`src/rtl/uart_rx_cfg.sv`:
```
`default_nettype none
// ============================================================================
// Module      : uart_rx_cfg
// Description : Parametrised UART receiver with configurable data width,
//               optional odd/even parity, 1 or 2 stop bits, 3-sample
//               majority voting, start-glitch rejection, parity/framing
//               error flags and a valid/ready handshake with overrun pulse.
// Revision    : 1.0 - initial release
// ============================================================================
module uart_rx_cfg #(
  parameter int DATA_WIDTH   = 8,
  parameter int BAUD_RATE    = 115200,
  parameter int SYS_CLK_FREQ = 50_000_000,
  parameter int PARITY       = 0,
  parameter int STOP_BITS    = 1
) (
  input  logic                  sysclk,
  input  logic                  rstn,
  input  logic                  uart_rx,
  output logic [DATA_WIDTH-1:0] rx_data,
  output logic                  rx_valid,
  input  logic                  rx_ready,
  output logic                  parity_err,
  output logic                  frame_err,
  output logic                  overrun,
  output logic                  busy
);

  localparam int c_BIT_PERIOD = SYS_CLK_FREQ / BAUD_RATE;
  localparam int c_HALF       = c_BIT_PERIOD / 2;
  localparam int c_CNT_W      = $clog2(c_BIT_PERIOD);
  localparam int c_IDX_W      = $clog2(DATA_WIDTH);

  localparam logic [c_CNT_W-1:0] c_CNT_LAST  = c_CNT_W'(c_BIT_PERIOD - 1);
  localparam logic [c_CNT_W-1:0] c_CNT_HALF  = c_CNT_W'(c_HALF);
  localparam logic [c_CNT_W-1:0] c_CNT_S1    = c_CNT_W'(c_HALF - 1);
  localparam logic [c_CNT_W-1:0] c_CNT_S0    = c_CNT_W'(c_HALF - 2);
  localparam logic [c_IDX_W-1:0] c_IDX_LAST  = c_IDX_W'(DATA_WIDTH - 1);
  localparam logic               c_STOP_LAST = 1'(STOP_BITS - 1);

  // Reject configurations the datapath cannot support.
  generate
    if (c_BIT_PERIOD < 8) begin : g_chk_period
      $error("uart_rx_cfg: bit period must be at least 8 clocks");
    end
    if (DATA_WIDTH < 5 || DATA_WIDTH > 9) begin : g_chk_width
      $error("uart_rx_cfg: DATA_WIDTH must be 5..9");
    end
    if (PARITY < 0 || PARITY > 2) begin : g_chk_parity
      $error("uart_rx_cfg: PARITY must be 0, 1 or 2");
    end
    if (STOP_BITS < 1 || STOP_BITS > 2) begin : g_chk_stop
      $error("uart_rx_cfg: STOP_BITS must be 1 or 2");
    end
  endgenerate

  typedef enum logic [4:0] {
    S_IDLE   = 5'b00001,
    S_START  = 5'b00010,
    S_DATA   = 5'b00100,
    S_PARITY = 5'b01000,
    S_STOP   = 5'b10000
  } state_t;

  logic                  sync1_q, sync2_q;
  state_t                state_q;
  logic [c_CNT_W-1:0]    cnt_q;
  logic [c_IDX_W-1:0]    idx_q;
  logic                  stop_idx_q;
  logic                  samp0_q, samp1_q;
  logic [DATA_WIDTH-1:0] shift_q;
  logic                  perr_q, ferr_q;
  logic [DATA_WIDTH-1:0] rx_data_q;
  logic                  rx_valid_q, parity_err_q, frame_err_q, overrun_q;

  logic w_fall, w_mid, w_end, w_vote;

  // sync2_q is the older flop: a 1 there with a 0 behind it is a falling edge.
  assign w_fall = sync2_q & ~sync1_q;
  assign w_mid  = (cnt_q == c_CNT_HALF);
  assign w_end  = (cnt_q == c_CNT_LAST);
  assign w_vote = (samp0_q & samp1_q) | (samp0_q & sync2_q) | (samp1_q & sync2_q);

  // Two-flop synchroniser for the asynchronous line, idling high.
  always_ff @(posedge sysclk) begin
    if (!rstn) begin
      sync1_q <= 1'b1;
      sync2_q <= 1'b1;
    end else begin
      sync1_q <= uart_rx;
      sync2_q <= sync1_q;
    end
  end

  // Frame state machine, bit timing, vote samples and registered outputs.
  always_ff @(posedge sysclk) begin
    if (!rstn) begin
      state_q      <= S_IDLE;
      cnt_q        <= '0;
      idx_q        <= '0;
      stop_idx_q   <= 1'b0;
      samp0_q      <= 1'b1;
      samp1_q      <= 1'b1;
      shift_q      <= '0;
      perr_q       <= 1'b0;
      ferr_q       <= 1'b0;
      rx_data_q    <= '0;
      rx_valid_q   <= 1'b0;
      parity_err_q <= 1'b0;
      frame_err_q  <= 1'b0;
      overrun_q    <= 1'b0;
    end else begin
      overrun_q <= 1'b0;
      if (rx_valid_q && rx_ready) rx_valid_q <= 1'b0;
      if (state_q != S_IDLE) cnt_q <= w_end ? '0 : cnt_q + 1'b1;
      if (cnt_q == c_CNT_S0) samp0_q <= sync2_q;
      if (cnt_q == c_CNT_S1) samp1_q <= sync2_q;

      case (state_q)
        S_IDLE: begin
          if (w_fall) begin
            state_q    <= S_START;
            cnt_q      <= '0;
            idx_q      <= '0;
            stop_idx_q <= 1'b0;
            perr_q     <= 1'b0;
            ferr_q     <= 1'b0;
          end
        end
        S_START: begin
          // A start bit that votes high was only a glitch.
          if (w_mid && w_vote) begin
            state_q <= S_IDLE;
            cnt_q   <= '0;
          end else if (w_end) begin
            state_q <= S_DATA;
          end
        end
        S_DATA: begin
          if (w_mid) shift_q <= {w_vote, shift_q[DATA_WIDTH-1:1]};
          if (w_end) begin
            if (idx_q == c_IDX_LAST) begin
              idx_q   <= '0;
              state_q <= (PARITY != 0) ? S_PARITY : S_STOP;
            end else begin
              idx_q <= idx_q + 1'b1;
            end
          end
        end
        S_PARITY: begin
          if (w_mid) perr_q <= (PARITY == 1) ? ~(^shift_q ^ w_vote) : (^shift_q ^ w_vote);
          if (w_end) state_q <= S_STOP;
        end
        S_STOP: begin
          if (w_mid) begin
            if (stop_idx_q == c_STOP_LAST) begin
              // Complete at mid-bit so back-to-back frames can resync early.
              state_q      <= S_IDLE;
              cnt_q        <= '0;
              rx_data_q    <= shift_q;
              parity_err_q <= perr_q;
              frame_err_q  <= ferr_q | ~w_vote;
              rx_valid_q   <= 1'b1;
              overrun_q    <= rx_valid_q & ~rx_ready;
            end else begin
              ferr_q <= ferr_q | ~w_vote;
            end
          end
          if (w_end) stop_idx_q <= stop_idx_q + 1'b1;
        end
        default: begin
          state_q <= S_IDLE;
          cnt_q   <= '0;
        end
      endcase
    end
  end

  assign rx_data    = rx_data_q;
  assign rx_valid   = rx_valid_q;
  assign parity_err = parity_err_q;
  assign frame_err  = frame_err_q;
  assign overrun    = overrun_q;
  assign busy       = (state_q != S_IDLE);

endmodule
`default_nettype wire

```
`config.mk`:
```
export PLATFORM = sky130hd
export DESIGN_NAME = uart_rx_cfg
export DESIGN_NICKNAME = d
export VERILOG_FILES = /design/src/rtl/uart_rx_cfg.sv
export SDC_FILE = /design/constraint.sdc
export NUM_CORES = 1
export LEC_CHECK = 0
export CAP_MARGIN = 20
export CORE_UTILIZATION = 42
export CTS_CLUSTER_DIAMETER = 200
export DETAILED_ROUTE_END_ITERATION = 12
export HOLD_SLACK_MARGIN = 0.08
export PLACE_DENSITY = 0.57
export SLEW_MARGIN = 20
export SYNTH_ARGS = -nofsm -noshare
export SYNTH_HDL_FRONTEND = slang
export SYNTH_SLANG_ARGS = --single-unit
```
`constraint.sdc`:
```
create_clock -name sysclk -period 2.4 [get_ports sysclk]
set_input_delay 0.48 -clock sysclk [delete_from_list [all_inputs] [get_ports sysclk]]
set_output_delay 0.48 -clock sysclk [all_outputs]
set_load 0.01 [all_outputs]
```
=== Word level (Yosys, flattened, before mapping) ===
Index checks and enable logic that the tools add are counted.

* Register bits after elaboration: 44
* Bits of input ports: 4

* $add $sub $neg: 3
* Equal/unequal tests: 21
* Multiplexer cells: 32
* Bitwise gates (word level): 16
* Reduce and logical (&&, ||, !) cells: 15

{| class="wikitable"
|+ Operator list
! kind !! number
|-
| $mux 9 || 6
|-
| $mux 5 || 8
|-
| $pmux 9 s4 || 1
|-
| $eq 9x8->1 const B || 3
|-
| $pmux 5 s5 || 1
|-
| $ne 2x2->1 const B || 9
|-
| $reduce_and 3->1 || 4
|-
| $add 9x1->9 const B || 1
|-
| $eq 9x9->1 const B || 1
|-
| $mux 1 || 9
|-
| $mux 3 || 3
|-
| $reduce_xor 8->1 || 1
|-
| $not 1->1 || 7
|-
| $reduce_and 7->1 || 1
|-
| $pmux 1 s2 || 3
|-
| $pmux 3 s2 || 1
|-
| $reduce_bool 2->1 || 3
|-
| $and 1x1->1 || 5
|-
| $eq 5x1->1 const B || 1
|-
| $eq 5x2->1 const B || 1
|-
| $eq 5x3->1 const B || 1
|-
| $eq 5x4->1 const B || 1
|-
| $eq 5x5->1 const B || 1
|-
| $ne 5x1->1 const B || 1
|-
| 11 further kinds || 14
|}

=== Logic depth before layout (Yosys ltp) ===
* Depth in word-level cells: 8
* Mapped depth: 8
* Gate-level depth less buffers: 7

=== Worst setup path before layout ===
Ideal clock, no wire load.

* Kind: flip-flop to flip-flop
* Start point: register state_q[1]
* End point: register rx_data_q[0] (netlist: rx_data[0])
* Setup time: 116 ps
* Arrival: 1605 ps
* Setup slack: 678 ps
* Stages on the path, launching flop included: 7
* Buffers on the path: 2
* Clock period less this slack: 1722 ps
* Cell sequence: dfxtp_1 buf_6 or4b_4 nor3_4 buf_6 mux2i_1 nor2b_1

* Longest elaborated chain between the ends: 2

{| class="wikitable"
|+ Ends and longest elaborated chain
! what !! line !! RTL
|-
| start: declaration || 66 || <nowiki>state_t state_q;</nowiki>
|-
| start signal: assignment || 144 || <nowiki>state_q <= (PARITY != 0) ? S_PARITY : S_STOP;</nowiki>
|-
| $eq 5x5->1 || 119 || <nowiki>case (state_q)</nowiki>
|-
| $reduce_and 3->1 (no source line) || - ||
|-
| end signal: assignment || 160 || <nowiki>rx_data_q <= shift_q;</nowiki>
|-
| end: declaration || 73 || <nowiki>logic [DATA_WIDTH-1:0] rx_data_q;</nowiki>
|}

Every way passes these cells.
A chain may end at the register's enable or synchronous reset.

=== Worst setup path after layout ===
* Start point: register state_q[4]
* End point: output busy

* Longest elaborated chain between the ends: 1

{| class="wikitable"
|+ Ends and longest elaborated chain
! what !! line !! RTL
|-
| $ne 5x1->1 || 184 || <nowiki>assign busy = (state_q != S_IDLE);</nowiki>
|-
| end: declaration || 26 || <nowiki>output logic busy</nowiki>
|}

Every way passes these cells.

==> metrics.md <==
| Metric | Value |
|---|---|
| Yosys warning total | 0 |
| PortBufs | 15 |
| DRT Pass-1 Iters | 4 |
| CP max FO | 11 |
| Setup TNS | 0 ps |
| Initial antenna violation count | 0 |
| Clk slew on worst S/H paths | 70 ps |
| Fin crit share | 91.3% |
| Hold-fix buffers, CTS | 0 |
| Fmax | 457 MHz |
| Synth Area per Inst | 9.47 µm² |
| Worst-Skew Late Latency | 280 ps |
| Total GRT Usage | 18.2% |
| Wire per inst | 14.8 µm |
| Met1 usage | 23.8% |
| #FFs+latches synth | 41 |
| Clock buffer depth | 2 |
| Worst ir drop on vdd | 334 µV |
| M3 GR Usage | 4.78% |
| Largest net degree at the start of global routing | 31 |
| Final Max Slew Viols | 0 |
| GR Overflow Total | 0 |
| WL final | 4160 µm |
| Power density cells | 630 nW/µm² |
| Leak Pwr | 0.000783 µW |
| CP Capture Type | output port |
| Residual DRC count | 0 |
| First-pass GRT wire length | 7260 µm |
| Core ar. | 4500 µm² |
| Worst slew pin tran | 513 ps |
| Root buffer cell | clkbuf_8 |
| Drt initial violations | 78 |
| Final net count | 238 |
| Most common cell after layout, fill and taps aside | dfxtp_1 |
| Global route hottest layer | met2 |
| Die H | 71.5 µm |
| HP Class | flop to flop |
| Vias/cell | 5.54 |
| Max-cap viol count | 0 |
| RSZ-0062 raised after global routing | no |
| Setup ws final | 210 ps |
| Critical Path AT | 1710 ps |
| Initial Util | 45.0% |
| H-tree depth | 2 |
| Setup Buffers After CTS | 0 |
| FP Rows | 24 |
| Area Overhead vs Synth | 14.4% |
| Endpoints failing setup | 0 |
| CTS Buf Count | 5 |
| Period minus WS final | 2190 ps |
| Seq/Total Area, Yosys | 40.5% |
| Rel. slew slack | 65.7% |
| Cell Area, Synth | 2030 µm² |
| Share of layout cells above drive strength 1 | 9.57% |
| Worst EP required | 1920 ps |
| Number of gates resized after cts | 0 |
| Startpoint types | flop |
| HPWL Detailed | 3040 µm |
| Pre-CTS setup slack | 504 ps |
| M2 GR Usage | 29.2% |
| Die X | 71.5 µm |
| Commonest cells after routing, fill and taps aside | 41 x dfxtp_1, 21 x nor2b_1, 17 x mux2i_1, 15 x nor2_1, 15 x clkdlybuf4s50_1 |
| Final hold violations | 0 |
| Gpl congestion | 0.893 |
| Ant diodes | 0 |
| Post-synthesis cell type count | 51 |
| Syn Nets | 223 |
| Die area | 5110 µm² |
| Setup Skew | 3.95 ps |
| Vias | 1561 |
| CTS Sinks | 41 |
| Fill cells | 431 |
| Number of I/O pins | 17 |
| DRT antenna net count | 0 |
| TritonCTS clock tree | done |
| Status | completed |
| Worst Path Class, Setup | flop to output port |
| Vias in the first global route | 1528 |
| Synth Instances | 214 |
## metal layers
layer,wire (µm),share of wire (%),vias up
met1,2030,49,737
met2,1930,46,39
met4,30,0.72,0
met3,179,4.3,4
li1,-,-,781
met5,0,0,-
## state kept, by name (all words and copies together) (netlist names)
signal,count
samp1_q,1
samp0_q,1
sync1_q,1
frame_err,1
state_q,4
overrun,1
shift_q,8
idx_q,3
stop_idx_q,1
rx_data,8
cnt_q,9
ferr_q,1
sync2_q,1
rx_valid,1
## power breakdown
part / switching [µW] / total, µW / internal, µW
Combinational: 111 / 185 / 73.8
Clock: 224 / 563 / 339
Sequential: 21.7 / 713 / 691
## kinds of logic (layout without fill, tap and decap cells)
logic type	Yosys count	after routing	synth area share, %
and+or+nand+nor	92	92	27.8
DFF	41	41	40.5
xor gates and xnor gates	7	7	3.02
AOI/OAI and AO/OA	34	34	12.4
buffers and inverters	16	32	4.14
other	1	1	0.185
adders and majority gates	6	6	3.58
muxes	17	17	8.39
## Yosys cell counts (all sizes together)
library cell | instances | share of area (%)
nor4bb | 1 | 0.49
and2 | 1 | 0.31
a21boi | 5 | 2.0
and3b | 2 | 0.86
ha | 5 | 3.1
nand3b | 1 | 0.37
a211oi | 1 | 0.37
and4bb | 1 | 0.62
o211ai | 1 | 0.37
conb | 1 | 0.19
nor2 | 16 | 3.3
mux2i | 17 | 8.4
a2111oi | 1 | 0.43
nand4b | 1 | 0.43
nor3b | 2 | 0.99
a21bo | 1 | 0.49
o221ai | 2 | 1.2
o311ai | 2 | 1.2
or4b | 1 | 0.68
nand2 | 12 | 2.2
inv | 6 | 1.1
dfxtp | 41 | 40
clkbuf | 3 | 0.56
xor2 | 4 | 1.7
o21ai | 8 | 2.0
maj3 | 1 | 0.49
xnor2 | 3 | 1.3
and3 | 4 | 1.2
buf | 7 | 2.5
o21a | 3 | 1.1
a41oi | 2 | 0.86
nor2b | 21 | 6.5
a21oi | 5 | 1.2
a31oi | 2 | 0.62
nand4 | 4 | 1.2
o211a | 1 | 0.49
nor4b | 3 | 2.2
nand2b | 4 | 1.2
nor3 | 6 | 2.0
or3 | 1 | 0.31
nand3 | 11 | 2.7
## area by class of cell
type                            instances  area (µm²)  share of cell area, %
Clock buffer                            7        86.3                   3.72
Clock inverter                          1        30.0                   1.29
Inverter                                6        22.5                  0.971
Multi-Input combinational cell        157        1120                   48.4
Sequential cell                        41         821                   35.4
Tap cell                               52        65.1                   2.80
Timing Repair Buffer                   18         173                   7.44
## per-stage QoR
step	util (%)	instances	cell area [µm²]	hold slack, ps	total power, µW
after global placement	48.9	274	2200	460	909
after floorplan	-	214	2030	436	860
after detailed placement	48.9	274	2200	471	911
after global routing	51.5	282	2320	528	1530
after CTS	51.5	282	2320	482	1480
final	51.5	282	2320	478	1460
## worst max-delay path, stage by stage (launching register included)
cell             delay [ps]
dfxtp_1                 420
nor4b_2                 390
inv_2                   120
clkdlybuf4s50_1         490
## worst paths after layout
check | from | end | slack, ps | cells past startpoint
max | state_q[4] | busy | 210 | 3
min | idx_q[1] | idx_q[1] | 480 | 2
max reg2reg | state_q[4] | rx_data[5] | 480 | 5
min reg2reg | idx_q[1] | idx_q[1] | 480 | 2
Note: power is estimated with default switching activity, not from simulation.
